--- config.mk ---
export PLATFORM = sky130hd
export DESIGN_NAME = mem_arbiter_flat
export DESIGN_NICKNAME = d
export VERILOG_FILES = /design/src/rtl/mem_arbiter_if.sv /design/src/rtl/mem_arbiter.sv /design/src/flat_wrapper.sv
export SDC_FILE = /design/constraint.sdc
export NUM_CORES = 1
export LEC_CHECK = 0
export CORE_ASPECT_RATIO = 0.9
export CORE_MARGIN = 4
export CORE_UTILIZATION = 41
export CTS_CLUSTER_SIZE = 40
export DETAILED_ROUTE_END_ITERATION = 7
export GPL_TIMING_DRIVEN = 0
export PLACE_DENSITY = 0.77
export SLEW_MARGIN = 0
export SYNTH_ARGS = -nofsm -noshare
export SYNTH_HDL_FRONTEND = slang
export SYNTH_SLANG_ARGS = --single-unit
--- constraint.sdc ---
create_clock -name clk -period 1.55 [get_ports clk]
set_input_delay 0.155 -clock clk [delete_from_list [all_inputs] [get_ports clk]]
set_output_delay 0.155 -clock clk [all_outputs]
set_load 0.02 [all_outputs]
--- src/rtl/mem_arbiter_if.sv ---
// Bundle of the two requester ports, the status flag and the data-RAM bus seen by mem_arbiter.
// The slave modport is the arbiter's view; master is the requester/RAM side.
interface mem_arbiter_if;
  logic        p0_req;
  logic        p0_we;
  logic [3:0]  p0_be;
  logic [13:0] p0_addr;
  logic [31:0] p0_wdata;
  logic        p0_ack;
  logic [31:0] p0_rdata;

  logic        p1_req;
  logic        p1_we;
  logic [3:0]  p1_be;
  logic [13:0] p1_addr;
  logic [31:0] p1_wdata;
  logic        p1_ack;
  logic [31:0] p1_rdata;

  logic        busy;

  logic        ram_we;
  logic        ram_re;
  logic [13:0] ram_addr;
  logic [31:0] ram_wdata;
  logic [31:0] ram_rdata;

  modport slave (
    input  p0_req, p0_we, p0_be, p0_addr, p0_wdata,
    output p0_ack, p0_rdata,
    input  p1_req, p1_we, p1_be, p1_addr, p1_wdata,
    output p1_ack, p1_rdata,
    output busy,
    output ram_we, ram_re, ram_addr, ram_wdata,
    input  ram_rdata
  );

  modport master (
    output p0_req, p0_we, p0_be, p0_addr, p0_wdata,
    input  p0_ack, p0_rdata,
    output p1_req, p1_we, p1_be, p1_addr, p1_wdata,
    input  p1_ack, p1_rdata,
    input  busy,
    input  ram_we, ram_re, ram_addr, ram_wdata,
    output ram_rdata
  );
endinterface

--- src/rtl/mem_arbiter.sv ---
// Two-port arbiter in front of a single-port word RAM; partial writes are done as
// read-modify-write so the RAM only ever sees full-word write strobes.
module mem_arbiter #(
  parameter int FIXED_PRIO = 0
) (
  input  logic          clk,
  input  logic          reset,
  mem_arbiter_if.slave  bus
);

  typedef enum logic [1:0] {
    IDLE   = 2'd0,
    ACCESS = 2'd1,
    WRITE  = 2'd2,
    RESP   = 2'd3
  } state_t;

  state_t      state;
  state_t      next_state;

  logic        lat_port;
  logic        lat_we;
  logic [3:0]  lat_be;
  logic [13:0] lat_addr;
  logic [31:0] lat_wdata;
  logic [31:0] rbuf;
  logic        last_grant;
  logic [31:0] p0_rdata_q;
  logic [31:0] p1_rdata_q;

  logic        any_req;
  logic        grant_port;
  logic        full_write;
  logic        partial_write;

  logic        ram_we_c;
  logic        ram_re_c;
  logic [31:0] ram_wdata_c;
  logic        busy_c;
  logic        p0_ack_c;
  logic        p1_ack_c;

  function automatic logic [31:0] merge_bytes(input logic [31:0] new_word,
                                               input logic [31:0] old_word,
                                               input logic [3:0]  be);
    logic [31:0] result;
    result = old_word;
    for (int i = 0; i < 4; i++) begin
      if (be[i]) begin
        result[8*i +: 8] = new_word[8*i +: 8];
      end
    end
    return result;
  endfunction

  assign any_req       = bus.p0_req | bus.p1_req;
  assign full_write    = lat_we && (lat_be == 4'b1111);
  assign partial_write = lat_we && (lat_be != 4'b0000) && (lat_be != 4'b1111);

  // Winner selection; only consulted in IDLE when some port is requesting.
  always_comb begin
    grant_port = 1'b0;
    if (FIXED_PRIO != 0) begin
      grant_port = !bus.p0_req;
    end else if (bus.p0_req && bus.p1_req) begin
      grant_port = !last_grant;
    end else begin
      grant_port = !bus.p0_req;
    end
  end

  always_ff @(posedge clk) begin
    if (reset) begin
      state <= IDLE;
    end else begin
      state <= next_state;
    end
  end

  // Strobes and acks are masked by reset so an aborted RMW never reaches the RAM.
  always_comb begin
    next_state  = state;
    ram_we_c    = 1'b0;
    ram_re_c    = 1'b0;
    ram_wdata_c = 32'h0;
    busy_c      = 1'b0;
    p0_ack_c    = 1'b0;
    p1_ack_c    = 1'b0;
    case (state)
      IDLE: begin
        if (any_req) begin
          next_state = ACCESS;
        end
      end
      ACCESS: begin
        busy_c   = 1'b1;
        ram_re_c = 1'b1;
        if (full_write) begin
          ram_we_c    = 1'b1;
          ram_wdata_c = lat_wdata;
        end
        next_state = partial_write ? WRITE : RESP;
      end
      WRITE: begin
        busy_c      = 1'b1;
        ram_we_c    = 1'b1;
        ram_wdata_c = merge_bytes(lat_wdata, rbuf, lat_be);
        next_state  = RESP;
      end
      RESP: begin
        busy_c     = 1'b1;
        p0_ack_c   = !lat_port;
        p1_ack_c   = lat_port;
        next_state = IDLE;
      end
      default: begin
        next_state = IDLE;
      end
    endcase
    if (reset) begin
      ram_we_c    = 1'b0;
      ram_re_c    = 1'b0;
      ram_wdata_c = 32'h0;
      busy_c      = 1'b0;
      p0_ack_c    = 1'b0;
      p1_ack_c    = 1'b0;
    end
  end

  // Request latch, grant pointer and read buffers.
  always_ff @(posedge clk) begin
    if (reset) begin
      lat_port   <= 1'b0;
      lat_we     <= 1'b0;
      lat_be     <= 4'h0;
      lat_addr   <= 14'h0;
      lat_wdata  <= 32'h0;
      rbuf       <= 32'h0;
      last_grant <= 1'b1;
      p0_rdata_q <= 32'h0;
      p1_rdata_q <= 32'h0;
    end else begin
      if (state == IDLE && any_req) begin
        lat_port   <= grant_port;
        last_grant <= grant_port;
        if (grant_port) begin
          lat_we    <= bus.p1_we;
          lat_be    <= bus.p1_be;
          lat_addr  <= bus.p1_addr;
          lat_wdata <= bus.p1_wdata;
        end else begin
          lat_we    <= bus.p0_we;
          lat_be    <= bus.p0_be;
          lat_addr  <= bus.p0_addr;
          lat_wdata <= bus.p0_wdata;
        end
      end
      if (state == ACCESS) begin
        rbuf <= bus.ram_rdata;
        if (lat_port) begin
          p1_rdata_q <= bus.ram_rdata;
        end else begin
          p0_rdata_q <= bus.ram_rdata;
        end
      end
    end
  end

  assign bus.ram_we    = ram_we_c;
  assign bus.ram_re    = ram_re_c;
  assign bus.ram_addr  = lat_addr;
  assign bus.ram_wdata = ram_wdata_c;
  assign bus.busy      = busy_c;
  assign bus.p0_ack    = p0_ack_c;
  assign bus.p1_ack    = p1_ack_c;
  assign bus.p0_rdata  = p0_rdata_q;
  assign bus.p1_rdata  = p1_rdata_q;

endmodule

--- src/flat_wrapper.sv ---
// flat-port wrapper written by rule: the top's interface ports become plain ports
module mem_arbiter_flat 
#(
  parameter int FIXED_PRIO = 0
)
  (clk, reset, bus_p0_req, bus_p0_we, bus_p0_be, bus_p0_addr, bus_p0_wdata, bus_p0_ack, bus_p0_rdata, bus_p1_req, bus_p1_we, bus_p1_be, bus_p1_addr, bus_p1_wdata, bus_p1_ack, bus_p1_rdata, bus_busy, bus_ram_we, bus_ram_re, bus_ram_addr, bus_ram_wdata, bus_ram_rdata);
  mem_arbiter_if bus_i ();
  input  logic clk;
  input  logic reset;
  input wire logic [$bits(bus_i.p0_req)-1:0] bus_p0_req;
  input wire logic [$bits(bus_i.p0_we)-1:0] bus_p0_we;
  input wire logic [$bits(bus_i.p0_be)-1:0] bus_p0_be;
  input wire logic [$bits(bus_i.p0_addr)-1:0] bus_p0_addr;
  input wire logic [$bits(bus_i.p0_wdata)-1:0] bus_p0_wdata;
  output wire logic [$bits(bus_i.p0_ack)-1:0] bus_p0_ack;
  output wire logic [$bits(bus_i.p0_rdata)-1:0] bus_p0_rdata;
  input wire logic [$bits(bus_i.p1_req)-1:0] bus_p1_req;
  input wire logic [$bits(bus_i.p1_we)-1:0] bus_p1_we;
  input wire logic [$bits(bus_i.p1_be)-1:0] bus_p1_be;
  input wire logic [$bits(bus_i.p1_addr)-1:0] bus_p1_addr;
  input wire logic [$bits(bus_i.p1_wdata)-1:0] bus_p1_wdata;
  output wire logic [$bits(bus_i.p1_ack)-1:0] bus_p1_ack;
  output wire logic [$bits(bus_i.p1_rdata)-1:0] bus_p1_rdata;
  output wire logic [$bits(bus_i.busy)-1:0] bus_busy;
  output wire logic [$bits(bus_i.ram_we)-1:0] bus_ram_we;
  output wire logic [$bits(bus_i.ram_re)-1:0] bus_ram_re;
  output wire logic [$bits(bus_i.ram_addr)-1:0] bus_ram_addr;
  output wire logic [$bits(bus_i.ram_wdata)-1:0] bus_ram_wdata;
  input wire logic [$bits(bus_i.ram_rdata)-1:0] bus_ram_rdata;
  assign bus_i.p0_req = bus_p0_req;
  assign bus_i.p0_we = bus_p0_we;
  assign bus_i.p0_be = bus_p0_be;
  assign bus_i.p0_addr = bus_p0_addr;
  assign bus_i.p0_wdata = bus_p0_wdata;
  assign bus_p0_ack = bus_i.p0_ack;
  assign bus_p0_rdata = bus_i.p0_rdata;
  assign bus_i.p1_req = bus_p1_req;
  assign bus_i.p1_we = bus_p1_we;
  assign bus_i.p1_be = bus_p1_be;
  assign bus_i.p1_addr = bus_p1_addr;
  assign bus_i.p1_wdata = bus_p1_wdata;
  assign bus_p1_ack = bus_i.p1_ack;
  assign bus_p1_rdata = bus_i.p1_rdata;
  assign bus_busy = bus_i.busy;
  assign bus_ram_we = bus_i.ram_we;
  assign bus_ram_re = bus_i.ram_re;
  assign bus_ram_addr = bus_i.ram_addr;
  assign bus_ram_wdata = bus_i.ram_wdata;
  assign bus_i.ram_rdata = bus_ram_rdata;
  mem_arbiter #(.FIXED_PRIO(FIXED_PRIO)) u_core (.clk(clk), .reset(reset), .bus(bus_i));
endmodule
==> metrics.md <==
| Metric | Value |
|---|---|
| Placer Congestion | `0.8490` |
| Failing checks | `setup timing` |
| Final hold slack | `0.07005 ns` |
| Clock sinks | `151` |
| WP data arrival | `1.95 ns` |
| Router iterations before antenna repair | `6` |
| Synth top area share | `43.38%` |
| Power Total | `18,380 uW` |
| Maximum root-to-sink buffer count | `2` |
| Worst EP required | `1.39 ns` |
| Clock tree from TritonCTS | `yes` |
| Nets | `1,299` |
| RSZ-0062 raised after global routing | `yes` |
| Syn_area_per_cell | `8.104 um2` |
| Most frequent cells in the layout | `clkdlybuf4s50_1, dfxtp_1, nand2_1` |
| Worst Tran Pin Value | `0.6610 ns` |
| Worst skew pair latency | `0.43 ns` |
| Max-cap check violation count | `0` |
| Initial antenna violation count | `0` |
| Synthesized area | `6969 um2` |
| Final worst slack | `-0.5567 ns` |
| Critical path type | `flip-flop to output port` |
| Placed Area | `9965 um2` |
| CP Launch Type | `flip-flop` |
| Most common cell after layout, fill and taps aside | `clkdlybuf4s50_1` |
| First-pass GRT wire length | `40.48 mm` |
| Hold Crit Depth | `3` |
| I/O pin cnt | `253` |
| Syn-to-layout area delta | `68.01%` |
| Post-synthesis sequential area ratio | `43.38%` |
| Synth cell types | `33` |
| Initial detailed-routing violation count | `450` |
| DIE HEIGHT | `131.7 um` |
| RR Startpoint | `u_core.state[0]` |
| CP Capture Type | `output port` |
| Hold WC Path Type | `input port to flip-flop` |
| Via count | `7,571` |
| Reg-to-reg slack, setup | `-0.09 ns` |
| RR Endpoint | `u_core.bus.p1_rdata[19]` |
| Max_slew headroom | `55.93%` |
| Syn Inst Count | `860` |
| Max IR drop VDD | `1.042 mV` |
| Crit Path Max Fanout | `10` |
| Fmax | `474.7 MHz` |
| Layout cell share with drive strength beyond 1 | `23.93%` |
| Routed Antenna Nets | `0` |
| Quantity of I/O buffers inserted on ports | `251` |
| Vias/cell | `5.498` |
| WL/cell | `19.70 um` |
| Tcrit/Tclk final | `135.9%` |
| Final wirelength | `27.13 mm` |
| Clk Tree Root Cell | `clkbuf_16` |
| GR Overflow Total | `0` |
| Post-Layout Inst Area | `11,710 um2` |
| Die W | `145.4 um` |
| FF+latch count, synth | `151` |
| Antenna cells | `0` |
| Drc violations | `0` |
| Std-Cell Rows | `44` |
| CTS clock-pin slew for the worst setup and hold paths | `0.07 ns` |
| Syn_nets | `1,002` |
| Core ar. | `16,410 um2` |
| Hold endpoint | `u_core.lat_wdata[23]` |
| Die area | `19,150 um2` |
| Area leader, netlist | `dfxtp_1` |
| Reg2reg path depth | `9` |
| HP Start | `bus_p0_req` |
| Number of global-route vias before repair | `7,420` |
| Endpoints failing setup | `66` |
| Pin count of the biggest net entering global routing | `17` |
| Status | `finished, violations left` |
| Clock Skew | `0.005001 ns` |
| Initial core utilization | `42.48%` |
| PwrDens | `1570 nW/um2` |
| Hold Fails Final Rpt | `0` |
| Inserted Clock Buffers | `17` |
| GR Util All Layers | `26.19%` |
| Synth Warn # | `0` |
| Hold-fix buffers, CTS | `0` |
| Leak | `0.005094 uW` |
| H-tree Lvls | `4` |
| Area contributors post-synth | `dfxtp_1, o21ai_0, nand2_1, a21oi_1, a311oi_1` |
| Post-DP HPWL | `18.60 mm` |
| Tmin final | `2.107 ns` |
| Final Slew Violations | `0` |
[kinds of logic after synthesis]
kind of cell / count (synthesis) / share of synthesized area (%)
compound gates: 268 / 22.32
fa+ha+maj: 4 / 0.7182
buf+inv: 90 / 6.158
flops: 151 / 43.38
mux: 33 / 4.740
simple gates: 314 / 22.69
[flip-flops by register name, indices dropped and copies added (netlist names)]
register / count
u_core.bus.p0_rdata: 32
u_core.last_grant: 1
u_core.lat_be: 4
u_core.lat_wdata: 32
u_core.bus.ram_addr: 14
u_core.lat_port: 1
u_core.rbuf: 32
u_core.bus.p1_rdata: 32
u_core.state: 2
u_core.lat_we: 1
[power breakdown]
group,total [uW],switching (uW),internal (uW)
clock,4060,1820,2240
sequential,5880,892,4990
combinational,8430,4480,3950
[final cells by class]
cell class / instances / area (um2)
multi-input cells: 620 / 4170
flip-flops and latches: 151 / 3040
repair buffers: 277 / 2982
fillers: 1235 / 4697
clock buffers: 17 / 425.4
clock inverters: 15 / 142.6
inverters: 5 / 21.27
plain buffers: 85 / 668.1
well taps: 207 / 259.0
[through the flow]
step	setup WS, ns	std cells	utilization [%]	TNS, ns
after floorplan	-0.01687	860	-	-0.3460
after global placement	-0.8836	1318	60.74	-58.60
after detailed placement	-0.9107	1318	60.74	-61.99
after CTS	-0.5552	1366	66.77	-19.38
after global routing	-0.6286	1377	71.37	-22.15
final	-0.5567	1377	71.37	-19.03
[worst max-delay path by stage]
stage                   endpoint            start  depth (start not counted)
3_5_place_dp   bus_ram_wdata[22]  u_core.state[0]                          6
5_1_grt        bus_ram_wdata[18]  u_core.state[0]                          7
3_3_place_gp   bus_ram_wdata[22]  u_core.state[0]                          6
6_report        bus_ram_wdata[2]  u_core.state[0]                          7
2_1_floorplan  bus_ram_wdata[10]  u_core.state[1]                          6
4_1_cts        bus_ram_wdata[21]  u_core.state[1]                          8
[timing repair]
action,in CTS,in global routing
buffers inserted,11,8
pin swaps,5,10
gates cloned,5,4
endpoints found under the setup margin,198,175
gates resized for setup,347,189
[cell usage after synthesis]
cell       count
a21boi_0       1
a21oi_1       96
a311oi_1      51
and2_0         1
and3b_1       33
and4_1         1
buf_1          9
buf_2         38
buf_4          4
buf_6          3
clkbuf_1      26
clkbuf_2       5
dfxtp_1      151
ha_1           4
inv_1          4
inv_2          1
mux2i_1       33
nand2_1      129
nand2b_1       1
nand3_1        1
nand3b_1      51
nor2_1        87
nor2b_1        4
nor2b_4        1
nor3_1         1
nor3b_1        3
nor4_1         1
o21a_4         1
o21ai_0      105
o21ai_1       11
o21bai_1       1
o2bb2ai_1      1
o311ai_0       1
[critical path, cell delays in order (launching register included)]
cell	delay, ns
dfxtp_2	0.36
buf_4	0.12
ha_4	0.13
buf_6	0.12
nand3_4	0.20
buf_12	0.23
a21oi_2	0.18
buf_4	0.17
[layer usage]
metal / GRT usage, % / wire (um) / vias to the layer above
met1: 34.69 / 11620 / 3581
met3: 7.610 / 2107 / 48
met2: 41.47 / 12760 / 308
met4: 8.070 / 634 / 0
li1: - / - / 3634
met5: 0 / 0 / -
Power figures use the tool's default switching activity.
